`src/rtl/mem_arb_pkg.sv`:
```
// Shared definitions for the memory arbiter slice.
// Holds the FSM state encodings, the default starvation limit and the
// packed type used to latch one memory request.
package mem_arb_pkg;

  localparam logic [1:0] CIRNO_MA_IDLE = 2'd0;
  localparam logic [1:0] CIRNO_MA_REQ  = 2'd1;
  localparam logic [1:0] CIRNO_MA_RSP  = 2'd2;

  localparam int unsigned CIRNO_STARVE_MAX = 4;

  typedef struct packed {
    logic [31:0] adr;
    logic [31:0] wdat;
    logic [3:0]  wen;
    logic        ren;
  } mem_req_t;

endpackage

```
`src/rtl/ma_arb.sv`:
```
// Winner select between load/store and fetch, plus the fetch starvation
// counter.
// Ports:
//   clk, rst        clock, synchronous active-high reset
//   idle            arbiter may grant this cycle (FSM idle, not in reset)
//   ls_val, if_val  request valids from load/store and fetch
//   ls_rdy, if_rdy  ready toward the winner; never both high
module ma_arb
  import mem_arb_pkg::*;
#(
  parameter int unsigned STARVE_MAX = CIRNO_STARVE_MAX
) (
  input  logic clk,
  input  logic rst,
  input  logic idle,
  input  logic ls_val,
  input  logic if_val,
  output logic ls_rdy,
  output logic if_rdy
);

  localparam int unsigned CW = $clog2(STARVE_MAX + 1);

  logic [CW-1:0] starve;
  logic          starved;

  // Load/store normally wins; fetch takes over once it has been passed
  // over STARVE_MAX times in a row while waiting.
  always_comb begin
    starved = (starve == CW'(STARVE_MAX)) && if_val;
    ls_rdy  = idle && ls_val && !starved;
    if_rdy  = idle && if_val && !(ls_val && !starved);
  end

  always_ff @(posedge clk) begin
    if (rst) begin
      starve <= '0;
    end else if (if_rdy) begin
      starve <= '0;
    end else if (ls_rdy && if_val && (starve != CW'(STARVE_MAX))) begin
      starve <= starve + 1'b1;
    end
  end

endmodule

```
`src/rtl/mem_arb.sv`:
```
// Two-requester memory arbiter: load/store and instruction fetch share a
// single memory port with at most one transaction outstanding.
// Ports:
//   clk, rst                       clock, synchronous active-high reset
//   hs_ls4ma_val / hs_ma4ls_rdy    load/store request handshake
//   i_ls_adr/wdat/wen/ren          load/store request fields
//   o_ls_rdat, o_ls_rsp            load/store return data and completion pulse
//   hs_if4ma_val / hs_ma4if_rdy    fetch request handshake
//   i_if_adr                       fetch address
//   o_if_rdat, o_if_rsp            fetch return data and completion pulse
//   hs_ma4mem_val / hs_mem4ma_rdy  memory request handshake
//   o_mem_adr/wdat/wen/ren         registered memory request fields
//   i_mem_rdat, i_mem_rsp          memory response data and strobe
module mem_arb
  import mem_arb_pkg::*;
#(
  parameter int unsigned STARVE_MAX = CIRNO_STARVE_MAX
) (
  input  logic        clk,
  input  logic        rst,
  input  logic        hs_ls4ma_val,
  output logic        hs_ma4ls_rdy,
  input  logic [31:0] i_ls_adr,
  input  logic [31:0] i_ls_wdat,
  input  logic [3:0]  i_ls_wen,
  input  logic        i_ls_ren,
  output logic [31:0] o_ls_rdat,
  output logic        o_ls_rsp,
  input  logic        hs_if4ma_val,
  output logic        hs_ma4if_rdy,
  input  logic [31:0] i_if_adr,
  output logic [31:0] o_if_rdat,
  output logic        o_if_rsp,
  output logic        hs_ma4mem_val,
  input  logic        hs_mem4ma_rdy,
  output logic [31:0] o_mem_adr,
  output logic [31:0] o_mem_wdat,
  output logic [3:0]  o_mem_wen,
  output logic        o_mem_ren,
  input  logic [31:0] i_mem_rdat,
  input  logic        i_mem_rsp
);

  logic [1:0] state;
  logic       own_if;
  mem_req_t   req;
  logic       idle;
  logic       ls_grant;
  logic       if_grant;

  // Ready and memory valid are gated by rst so every output reads 0
  // throughout reset.
  assign idle          = (state == CIRNO_MA_IDLE) && !rst;
  assign ls_grant      = hs_ls4ma_val && hs_ma4ls_rdy;
  assign if_grant      = hs_if4ma_val && hs_ma4if_rdy;
  assign hs_ma4mem_val = (state == CIRNO_MA_REQ) && !rst;

  assign o_mem_adr  = req.adr;
  assign o_mem_wdat = req.wdat;
  assign o_mem_wen  = req.wen;
  assign o_mem_ren  = req.ren;

  ma_arb #(
    .STARVE_MAX(STARVE_MAX)
  ) u_arb (
    .clk    (clk),
    .rst    (rst),
    .idle   (idle),
    .ls_val (hs_ls4ma_val),
    .if_val (hs_if4ma_val),
    .ls_rdy (hs_ma4ls_rdy),
    .if_rdy (hs_ma4if_rdy)
  );

  always_ff @(posedge clk) begin
    if (rst) begin
      state     <= CIRNO_MA_IDLE;
      own_if    <= 1'b0;
      req       <= '0;
      o_ls_rdat <= '0;
      o_if_rdat <= '0;
      o_ls_rsp  <= 1'b0;
      o_if_rsp  <= 1'b0;
    end else begin
      o_ls_rsp <= 1'b0;
      o_if_rsp <= 1'b0;
      case (state)
        CIRNO_MA_IDLE: begin
          if (ls_grant) begin
            req    <= '{adr: i_ls_adr, wdat: i_ls_wdat, wen: i_ls_wen, ren: i_ls_ren};
            own_if <= 1'b0;
            state  <= CIRNO_MA_REQ;
          end else if (if_grant) begin
            req    <= '{adr: i_if_adr, wdat: '0, wen: '0, ren: 1'b1};
            own_if <= 1'b1;
            state  <= CIRNO_MA_REQ;
          end
        end
        CIRNO_MA_REQ: begin
          // A response strobe arriving here is ignored, even alongside rdy.
          if (hs_mem4ma_rdy) begin
            state <= CIRNO_MA_RSP;
          end
        end
        CIRNO_MA_RSP: begin
          if (i_mem_rsp) begin
            if (own_if) begin
              o_if_rdat <= i_mem_rdat;
              o_if_rsp  <= 1'b1;
            end else begin
              o_ls_rdat <= i_mem_rdat;
              o_ls_rsp  <= 1'b1;
            end
            state <= CIRNO_MA_IDLE;
          end
        end
        default: state <= CIRNO_MA_IDLE;
      endcase
    end
  end

endmodule

```
`config.mk`:
```
export PLATFORM = sky130hd
export DESIGN_NAME = mem_arb
export DESIGN_NICKNAME = d
export VERILOG_FILES = /design/src/rtl/mem_arb_pkg.sv /design/src/rtl/ma_arb.sv /design/src/rtl/mem_arb.sv
export SDC_FILE = /design/constraint.sdc
export NUM_CORES = 1
export LEC_CHECK = 0
export ABC_AREA = 1
export CORE_UTILIZATION = 43
export DETAILED_ROUTE_END_ITERATION = 8
export GPL_TIMING_DRIVEN = 0
export PLACE_DENSITY = 0.85
export SLEW_MARGIN = 20
export SYNTH_ARGS = -nofsm -noshare
export SYNTH_HDL_FRONTEND = slang
export SYNTH_SLANG_ARGS = --single-unit
```
`constraint.sdc`:
```
create_clock -name clk -period 4.25 [get_ports clk]
set_input_delay 0.6375 -clock clk [delete_from_list [all_inputs] [get_ports clk]]
set_output_delay 0.6375 -clock clk [all_outputs]
set_load 0.005 [all_outputs]
```
== Word-level counts from Yosys, hierarchy flattened ==
Cells that the tools add are included.

* Add/sub/neg operators: 1
* Equality and inequality tests: 7
* Multiplexer cells: 11
* Bitwise logic cells: 3
* Reduce and logical (&&, ||, !) cells: 23

{| class="wikitable"
|+ Operators with widths
! cell !! number
|-
| $mux 69 || 2
|-
| $logic_and 1x1->1 || 12
|-
| $reduce_and 3->1 || 3
|-
| $mux 2 || 4
|-
| $ne 3x3->1 const B || 2
|-
| $pmux 2 s3 || 1
|-
| $mux 1 || 4
|-
| $ne 2x2->1 const B || 2
|-
| $add 3x1->3 const B || 1
|-
| $eq 3x3->1 const B || 1
|-
| $logic_not 1->1 || 3
|-
| $not 1->1 || 3
|-
| $reduce_or 3->1 || 1
|-
| $eq 2x1->1 const B || 1
|-
| $eq 2x2->1 const B || 1
|-
| $logic_not 2->1 || 1
|-
| $reduce_and 2->1 || 1
|-
| $reduce_bool 2->1 || 1
|-
| $reduce_or 2->1 || 1
|}

* Register bits after elaboration: 141
* Input bits: 139
* Output and inout bits: 138

== Logic depth before layout (Yosys ltp) ==
Gate-level depths: netlist of run 1.

* Word-level depth: 10
* Gate-level depth with buffers: 11

== Cells and area by module ==
Synthesis of run 1 repeated with hierarchy kept, for this count alone.

* Cells, all modules: 853
* Area, all modules: 5,929.4 µm²

{| class="wikitable"
|+ Modules (own cells, without submodules)
! module !! times used !! cells an instance !! area an instance (µm²) !! sequential area each (µm²)
|-
| mem_arb || 1 || 819 || 5,691.7 || 2,762.6
|-
| ma_arb || 1 || 34 || 237.7 || 60.1
|}

== Worst setup path after synthesis of run 1 ==
OpenSTA, ideal clock, no wires.

* Path type: in2out
* Start: in hs_ls4ma_val
* End: out hs_ma4ls_rdy
* Data arrival time: 1,243 ps
* Required time: 3,612 ps
* Slack: 2,369 ps
* Stages: 5
* Cells stage by stage: inv_1 > o21ai_2 > nand2_2 > inv_2 > buf_2

* Longest elaborated chain between the ends: 2

{| class="wikitable"
|+ RTL lines
! item !! line !! RTL
|-
| from (decl) || mem_arb.sv:21 || <nowiki>input logic hs_ls4ma_val,</nowiki>
|-
| $logic_and 1x1->1 (2 in series) || ma_arb.sv:31 || <nowiki>ls_rdy = idle && ls_val && !starved;</nowiki>
|-
| to (decl) || mem_arb.sv:22 || <nowiki>output logic hs_ma4ls_rdy,</nowiki>
|}

Every way passes these cells.

== Worst setup path after layout of run 1 ==
Ends and elaborated chain as after synthesis.

==> results of run 1 <==
==> kinds of logic (layout without fill, tap and decap cells) <==
family          after synthesis  count (layout)
fa+ha+maj                     2               2
simple gates                421             421
compound gates              108             108
flops                       141             141
buf+inv                      97             405
xor+xnor                      1               1
==> area by class of cell <==
class                   instances  area (um^2)
inverters                      47          176
well taps                     168          210
repair buffers                276         2760
plain buffers                  50          229
multi-input cells             532         2280
clock buffers                  21          470
fillers                       948         3190
flip-flops and latches        141         2820
clock inverters                11          116
==> report_power, final <==
group	internal, uW	switching (uW)
clock	905	553
combinational	286	228
sequential	1380	32.9
total	2580	814
==> routing by layer <==
metal  vias to the layer above  wire length [um]  GRT usage, %
met1                      2743              6790          28.0
met4                         0               454          10.8
met2                       249              8960          48.3
met3                        35              2010          12.7
li1                       3016                 -             -
met5                         -                 0             0
==> layout by cell type (no fill, tap or decap), drive strengths merged, types with 3 or more instances in the layout <==
| master | instances |
|---|---|
| dfxtp | 141 |
| nand3 | 67 |
| a21oi | 40 |
| clkinvlp | 3 |
| inv | 47 |
| clkdlybuf4s50 | 276 |
| o21ai | 66 |
| nor2 | 206 |
| clkinv | 6 |
| nand2 | 146 |
| clkbuf | 46 |
| buf | 25 |
==> worst max path at each step <==
stage / from / endpoint / depth (start not counted)
finish: hs_ls4ma_val / hs_ma4ls_rdy / 7
global route: hs_ls4ma_val / hs_ma4ls_rdy / 7
CTS: hs_ls4ma_val / hs_ma4ls_rdy / 7
detailed placement: hs_ls4ma_val / hs_ma4ls_rdy / 7
global placement: hs_ls4ma_val / hs_ma4ls_rdy / 7
floorplan: hs_ls4ma_val / hs_ma4ls_rdy / 5
==> stage by stage <==
| step | setup slack [ns] | instance area, um^2 |
|---|---|---|
| 3_3_place_gp | 1.01 | 8480 |
| 3_5_place_dp | 1.00 | 8480 |
| 2_1_floorplan | 2.37 | 5510 |
| 6_report | 1.01 | 9070 |
| 5_1_grt | 0.926 | 9070 |
| 4_1_cts | 1.00 | 9070 |
==> Yosys cell counts <==
cell      instances  area share, %
a21oi_1          40            3.6
nor3_1            1          0.091
nor2_1          204             14
inv_2             4           0.27
o21ai_0          62            5.6
nand2_2           1           0.11
nand2_1         145            9.9
o21ai_1           3           0.27
buf_2            21            1.9
a211oi_1          1           0.14
buf_1             1          0.068
dfxtp_1         141             51
nand3_1          67            6.1
nor3_4            1           0.30
ha_1              2           0.45
nor2_4            2           0.41
buf_4             2           0.27
buf_6             1           0.20
o21ai_2           1           0.16
xor2_1            1           0.16
o211ai_2          1           0.23
clkbuf_1         25            1.7
inv_1            43            2.9
==> worst max-delay path: stages <==
cell,delay (ns)
clkdlybuf4s50_1,0.52
inv_1,0.06
o21ai_2,0.31
nand2_2,0.19
inv_2,0.10
buf_2,0.23
clkdlybuf4s50_1,0.54
==> registers in the layout (all words and copies together), names as in the netlist <==
register / flops
o_mem_adr: 32
o_if_rdat: 32
o_mem_wen: 4
o_ls_rsp: 1
o_mem_wdat: 32
state: 2
own_if: 1
o_mem_ren: 1
o_if_rsp: 1
u_arb.starve: 3
o_ls_rdat: 32
==> results.md, run 1 <==
- DRT Pass-1 Iters: 5
- Headroom to the max-slew limit: 63.3%
- CP startpoint kind: primary input
- Max cap viols: 0
- Core area: 12300 um^2
- Post-Route Utilization: 74.0%
- Avg Inst Size Synth: 7.16 um^2
- Hold-fix buffers at CTS: 0
- Placed Cells: 1214
- Net Count, Synth: 911
- Post-Synthesis Cell Area: 5510 um^2
- Top achievable clock speed: 308 MHz
- Routed WL: 18200 um
- Non-Filler Instances: 1246
- Detailed-route via count: 6043
- Final #Nets: 1206
- Largest net degree at the start of global routing: 17
- RR Endpoint: o_mem_adr[14]
- # resized after CTS: 0
- Post-synthesis sequential area ratio: 51.2%
- Worst setup EP type: output port
- Power, Total: 3390 uW
- Longest Clk Path Bufs: 2
- Clock Pin Slew Worst Setup and Hold Paths: 0.06 ns
- Total congestion overflow: 0
- Die width: 115 um
- Root Driver: clkbuf_16
- CP max FO: 10
- Flop-to-flop setup slack: 2.40 ns
- RSZ-0062 raised after global routing: false
- Synth Area in Compound Gates: 10.1%
- ANT cells: 0
- Hold path cells: 2
- Clock sink count: 141
- Final Wtd Congestion: 0.832
- DRC viols: 0
- # H-tree levels: 4
- Die Span Y: 115 um
- Routed len/inst: 14.6 um
- Initial antenna violation count: 0
- Power per Cell Area: 374 nW/um^2
- LEAKAGE: 0.00391 uW
- Period minus WS final: 3.24 ns
- Input/output buffers: 276
- Hold path startpoint: o_mem_wdat[11]
- Wire length of the first global-routing pass: 27700 um
- CTS tree: yes
- Initial core utilization: 44.9%
- WHS Endpoint: o_mem_wdat[11]
- Hold_ws: 0.463 ns
- Clk_lat worst skew: 0.41 ns
- R2R depth: 11
- Synth Area in Simple Gates: 30.8%
- Setup TNS: 0 ns
- Post-Synth XOR/XNOR Area: 0.159%
- CP required: 3.61 ns
- Post-synthesis mux area share: 0%
- Mapped Cells: 770
- Yosys warning total: 0
- Yosys reg bits: 141
- Cts bufs inserted: 17
- R2r startpoint: u_arb.starve[0]
- Netlist cell types: 23
- Ports: 277
- Crit path DAT: 2.61 ns
- Area grow syn2layout: 64.6%
- Row Count: 40
- Vias in the first global route: 5581
- Die area: 13300 um^2
- Post-CTS Setup Bufs: 0
- Status: completed
- Vias per cell: 4.85
- Crit path kind: primary input to output port
- Worst-margin pin slew: 0.550 ns
- Global-route usage over all layers: 27.3%
- Final Slew Violations: 0
- Largest family of logic cells by synthesized area: simple AND/OR/NAND/NOR gates
- Final Hold Viols: 0
- Layout cells sized above 1: 6.03%
- Peak supply drop: 0.276 mV
- DP HPWL: 13500 um
- Initial DRC Count: 466
- Endpoints failing setup: 0
- Synth Area in Adders: 0.454%
- Hold crit path type: register to register
- Crit share post-route: 76.3%
- Antenna-violating nets left: 0
- Worst Skew: 0.00515 ns
Power figures use the tool's default switching activity.
==> inputs of run 2 (changes only) <==
CORE_UTILIZATION = 36   (was 43)
PLACE_DENSITY = 0.76   (was 0.85)
clock period = 2.79 ns   (was 4.25 ns; I/O delays follow)
==> run 2 against run 1 <==
  * Cell area up 0.83%
  * Final cell count up 1.3%
  * Critical endpoint is now hs_ma4if_rdy
  * Non-clock buffer count unchanged
  * Largest power group unchanged
  * Sequential power up 52%
  * Highest routed layer unchanged
  * First-iteration DRC count down 29%
  * Sequential share of layout area down 0.26 points
==> results.md, run 2 (same netlist as run 1, synthesis figures left out) <==
- CTS tree: yes
- Final #Nets: 1206 (unchanged)
- Cts bufs inserted: 17 (unchanged)
- Top achievable clock speed: 377 MHz
- Peak supply drop: 0.357 mV (+30%)
- Endpoints failing setup: 0 (unchanged)
- Clk pwr share: 45.5% (+2.5 points)
- LEAKAGE: 0.00393 uW (+0.49%)
- RSZ-0062 raised after global routing: false
- Most frequent cells in the layout: clkdlybuf4s50_1, nor2_1, nand2_1, dfxtp_1, nand3_1
- Final Slew Violations: 0 (unchanged)
- DRC viols: 0 (unchanged)
- Initial antenna violation count: 0 (unchanged)
- Placement-stage cell area: 8500 um^2 (+0.24%)
- ANT cells: 0 (unchanged)
- Initial DRC Count: 330 (-29%)
- Clock Pin Slew Worst Setup and Hold Paths: 0.06 ns (about the same)
- Largest net degree at the start of global routing: 17 (unchanged)
- Final Hold Viols: 0 (unchanged)
- Status: completed
- # H-tree levels: 4 (unchanged)
- Routed WL: 18000 um (-1.4%)
- Crit path DAT: 2.24 ns (-0.37 ns)
- Dpl ws: 0.0106 ns (-0.990 ns)
- Die area: 15800 um^2 (+19%)
- Switching pwr: 1300 uW (+60%)
- Sequential share of power: 39.9% (-1.9 points)
- Crit path kind: primary input to output port
- Vias in the first global route: 5633 (+0.93%)
- Fillers: 1339 (+41%)
- Sw Ratio: 24.1% (+0.073 points)
- Worst-margin pin slew: 0.569 ns (+0.0184 ns)
- Most common cell after layout, fill and taps aside: clkdlybuf4s50_1
- Die Span Y: 126 um (+9.1%)
- Max cap viols: 0 (unchanged)
- DP HPWL: 13100 um (-3.0%)
- Crit share post-route: 95.2%
- Total congestion overflow: 0 (unchanged)
- Area grow syn2layout: 65.9%
- Setup ws final: 0.135 ns (-0.872 ns)
- Flop-to-flop setup slack: 0.88 ns (-1.52 ns)
- Row Count: 44 (+10%)
- Headroom to the max-slew limit: 62.1% (-1.2 points)
- DRT Pass-1 Iters: 4 (-1)
- Final Wtd Congestion: 0.809 (-2.8%)
- Initial core utilization: 37.4% (-7.6 points)
- Antenna-violating nets left: 0 (unchanged)
- Layout cells sized above 1: 6.03% (unchanged)
- Setup TNS: 0 ns (unchanged)
- Longest Clk Path Bufs: 2 (unchanged)
- Logic pwr share: 14.5% (-0.7 points)
- Hold crit path type: register to register
- Ports: 277 (unchanged)
- Power Internal: 4100 uW (+59%)
- Hold-fix buffers at CTS: 0 (unchanged)
- Vias per cell: 4.65 (-4.1%)
- Root Driver: clkbuf_16
- CP startpoint kind: primary input
- Die width: 126 um (+9.1%)
- Clock sink count: 141 (unchanged)
- Power per Cell Area: 590 nW/um^2 (+58%)
- Power, Total: 5400 uW (+59%)
- Detailed-route via count: 5869 (-2.9%)
- Core area: 14800 um^2 (+20%)
- # resized after CTS: 0 (unchanged)
- CP max FO: 5 (-5)
- Input/output buffers: 276 (unchanged)
- Global-route usage over all layers: 22.7% (-4.6 points)
- Design Area, Final: 9150 um^2 (+0.83%)
- Routed len/inst: 14.2 um (-2.6%)
- Worst setup EP type: output port
- Wire length of the first global-routing pass: 28100 um (+1.4%)
- CP required: 2.37 ns (-1.24 ns)
- Period minus WS final: 2.66 ns
- Worst Skew: 0.00606 ns (+0.000903 ns)
- Clk_lat worst skew: 0.42 ns (about the same)
-- run 2: critical path, stage by stage --
cell             delay, ns
clkdlybuf4s50_1       0.52
inv_1                 0.22
nand3_1               0.22
nor2_1                0.25
clkdlybuf4s50_1       0.60
-- run 2: per-layer routing --
metal / track usage, % / part of all wire, % / vias to the layer above
li1: - / - / 3019
met2: 37.0 / 45 / 226
met1: 26.6 / 43 / 2592
met5: 0 / 0 / -
met3: 9.01 / 9.8 / 32
met4: 9.36 / 2.2 / 0
-- run 2: final timing paths --
kind,to,from,depth (start not counted)
hold / removal,o_mem_wdat[27],o_mem_wdat[27],2
setup reg to reg,o_mem_adr[28],u_arb.starve[0],12
hold reg to reg,o_mem_wdat[27],o_mem_wdat[27],2
setup / recovery,hs_ma4if_rdy,rst,5
-- run 2: final cells by class --
class                           count  area (um^2)  area share (%)
Buffer                             49          224            2.45
Clock buffer                       20          457            4.99
Clock inverter                     12          183            2.00
Inverter                           47          176            1.93
Multi-Input combinational cell    532         2280            25.0
Sequential cell                   141         2820            30.9
Tap cell                          184          230            2.52
Timing Repair Buffer              277         2770            30.3
-- run 2: timing repair --
action,in CTS,in global routing
pin swaps,1,0
buffers inserted,1,0
setup endpoints to repair,1,1
-- run 2: per-stage QoR --
stage / instances / hold slack [ns] / utilization (%)
after global routing: 1262 / 0.483 / 62.0
after detailed placement: 1230 / 0.456 / 57.6
after global placement: 1230 / 0.452 / 57.6
after CTS: 1263 / 0.465 / 62.0
final: 1262 / 0.464 / 62.0
after floorplan: 770 / 0.461 / -
-- run 2: power groups by stage --
stage / sequential (uW) / combinational, uW / clock [uW]
2_1_floorplan: 2210 / 295 / 0
3_3_place_gp: 2200 / 779 / 0
3_5_place_dp: 2200 / 784 / 0
4_1_cts: 2160 / 790 / 2490
5_1_grt: 2170 / 864 / 2580
6_report: 2160 / 785 / 2460
==> inputs of run 3 (changes only) <==
clock period = 2.15 ns   (was 2.79 ns; I/O delays follow)
==> run 3 against run 2 <==
  * Cell area rose by 0.49%
  * Core utilization rose by 0.31 points
  * Largest cell class unchanged
  * Sequential power increased by 30%
==> results.md, run 3 (same netlist as run 1, synthesis figures left out) <==
- Hold path cells: 3 (+1)
- DR WL met3: 1720 um (-2.3%)
- Initial DRC Count: 330 (unchanged)
- Routed WL: 18000 um (+0.27%)
- Largest net degree at the start of global routing: 17 (unchanged)
- ANT cells: 0 (unchanged)
- CP required: 1.83 ns (-0.54 ns)
- Worst Skew: 0.00515 ns (-0.000904 ns)
- Max cap viols: 0 (unchanged)
- Routed len/inst: 14.2 um (+0.11%)
- Setup ws final: 0.156 ns (+0.0214 ns)
- Clock Pin Slew Worst Setup and Hold Paths: 0.06 ns (about the same)
- Met1 WL: 7790 um (+0.85%)
- Power Internal: 5320 uW (+30%)
- Final Hold Viols: 0 (unchanged)
- Most common cell after layout, fill and taps aside: clkdlybuf4s50_1
- DRT Pass-1 Iters: 4 (unchanged)
- CP max FO: 4 (-1)
- Crit share post-route: 92.7%
- Sequential cell area: 2820 um^2 (about the same)
- Cts bufs inserted: 17 (unchanged)
- Initial core utilization: 37.4% (unchanged)
- Headroom to the max-slew limit: 61.8% (-0.31 points)
- Longest Clk Path Bufs: 2 (unchanged)
- # H-tree levels: 4 (unchanged)
- Detailed-route via count: 5870 (+0.017%)
- R2r startpoint: u_arb.starve[1]
- Power per Cell Area: 763 nW/um^2 (+29%)
- Vias per cell: 4.64 (-0.14%)
- Worst-margin pin slew: 0.573 ns (+0.00464 ns)
- Clock sink count: 141 (unchanged)
- Period minus WS final: 1.99 ns
- RSZ-0062 raised after global routing: false
- Endpoints failing setup: 0 (unchanged)
- Status: completed
- DP HPWL: 13100 um (unchanged)
- Final Slew Violations: 0 (unchanged)
- Die width: 126 um (unchanged)
- Switching pwr: 1690 uW (+30%)
- Area grow syn2layout: 66.8%
- Top achievable clock speed: 502 MHz
- CTS tree: yes
- Layout cells sized above 1: 6.85% (+0.82 points)
- Crit-path max cell delay: 0.57 ns (-0.03 ns)
- Setup TNS: 0 ns (unchanged)
- Core area: 14800 um^2 (unchanged)
- Placement-stage cell area: 8500 um^2 (unchanged)
- Hold path startpoint: i_ls_wdat[23]
- Multi-input gate area: 2300 um^2 (+0.88%)
- Final #Nets: 1208 (+0.17%)
- Row Count: 44 (unchanged)
- Peak supply drop: 0.464 mV (+30%)
- Hold crit path type: primary input to register
- Die Span Y: 126 um (unchanged)
- Sw Ratio: 24.1% (about the same)
- Die area: 15800 um^2 (unchanged)
- Clk pwr share: 45.4% (about the same)
- CP max stage cell: clkdlybuf4s50_1
- Most frequent cells in the layout: clkdlybuf4s50_1, nor2_1, nand2_1, dfxtp_1, nand3_1
- Met2 WL: 8120 um (+0.68%)
- Final Wtd Congestion: 0.809 (unchanged)
- Crit path kind: register to output port
- LEAKAGE: 0.00395 uW (+0.68%)
- WHS Endpoint: o_mem_wdat[23]
- Critical-path cell list: inv_1 > nor3_1 > clkdlybuf4s50_1
- Worst setup EP type: output port
- Top layer reached by signal wires: met4
- CP startpoint kind: register
- Root Driver: clkbuf_16
- Ports: 277 (unchanged)
- Flop-to-flop setup slack: 0.31 ns (-0.57 ns)
- Total congestion overflow: 0 (unchanged)
- Vias in the first global route: 5645 (+0.21%)
- Initial antenna violation count: 0 (unchanged)
- RR Endpoint: o_mem_adr[23]
- Clk_lat worst skew: 0.42 ns (about the same)
- Input/output buffers: 276 (unchanged)
- Global-route usage over all layers: 22.8% (+0.055 points)
- Sequential share of power: 39.9% (about the same)
- R2R depth: 12 (unchanged)
- Fillers: 1330 (-0.67%)
- Logic pwr share: 14.7% (+0.2 points)
- Antenna-violating nets left: 0 (unchanged)
- Dpl ws: -0.437 ns (-0.448 ns)
- Crit path DAT: 1.67 ns (-0.57 ns)
- Wire length of the first global-routing pass: 28100 um (+0.17%)
- DRC viols: 0 (unchanged)
- Design Area, Final: 9190 um^2 (+0.49%)
-- run 3: worst max-delay path: cells and delay by family, from the launching register on --
family	cells	cell delay (ns)
flip-flops	1	0.44
buffers and inverters	2	0.65
AND/OR/NAND/NOR	1	0.16
-- run 3: what timing repair did --
item / CTS / global route
buffers inserted: 3 / 0
hold buffers: 0 / 0
gates resized for setup: 14 / 0
setup endpoints to repair: 3 / 0
-- run 3: metal layers --
metal,vias up,track usage (%)
li1,3020,-
met1,2590,26.6
met2,227,37.3
met3,33,9.01
met4,0,9.36
met5,-,0
-- run 3: power by group through the flow --
stage          sequential [uW]  clock, uW  combinational (uW)
2_1_floorplan             2860          0                 383
3_3_place_gp              2850          0                1010
3_5_place_dp              2850          0                1020
4_1_cts                   2800       3240                1030
5_1_grt                   2810       3350                1130
6_report                  2800       3190                1030
-- run 3: final cells by class --
cell class	instances	area share [%]
inverter	47	1.95
tap	184	2.50
sequential	141	30.7
clock buffer	20	4.97
multi-input combinational	532	25.1
clock inverter	12	1.99
timing repair buffer	279	30.3
buffer	49	2.55
-- run 3: worst max path at each step --
| stage | from | endpoint | slack (ns) | depth (start not counted) |
|---|---|---|---|---|
| after floorplan | u_arb.starve[0] | hs_ma4ls_rdy | 0.66 | 8 |
| after global routing | state[0] | hs_ma4mem_val | 0.03 | 3 |
| final | state[0] | hs_ma4mem_val | 0.16 | 3 |
| after CTS | state[0] | hs_ma4mem_val | 0.11 | 3 |
| after global placement | hs_ls4ma_val | hs_ma4ls_rdy | -0.43 | 7 |
| after detailed placement | hs_ls4ma_val | hs_ma4ls_rdy | -0.44 | 7 |
-- run 3: stage by stage --
stage	util, %	power, uW	hold WS, ns	std cells
6_report	62.3	7010	0.455	1264
2_1_floorplan	-	3250	0.457	770
4_1_cts	62.3	7070	0.437	1264
3_3_place_gp	57.6	3860	0.452	1230
5_1_grt	62.3	7290	0.457	1264
3_5_place_dp	57.6	3870	0.456	1230
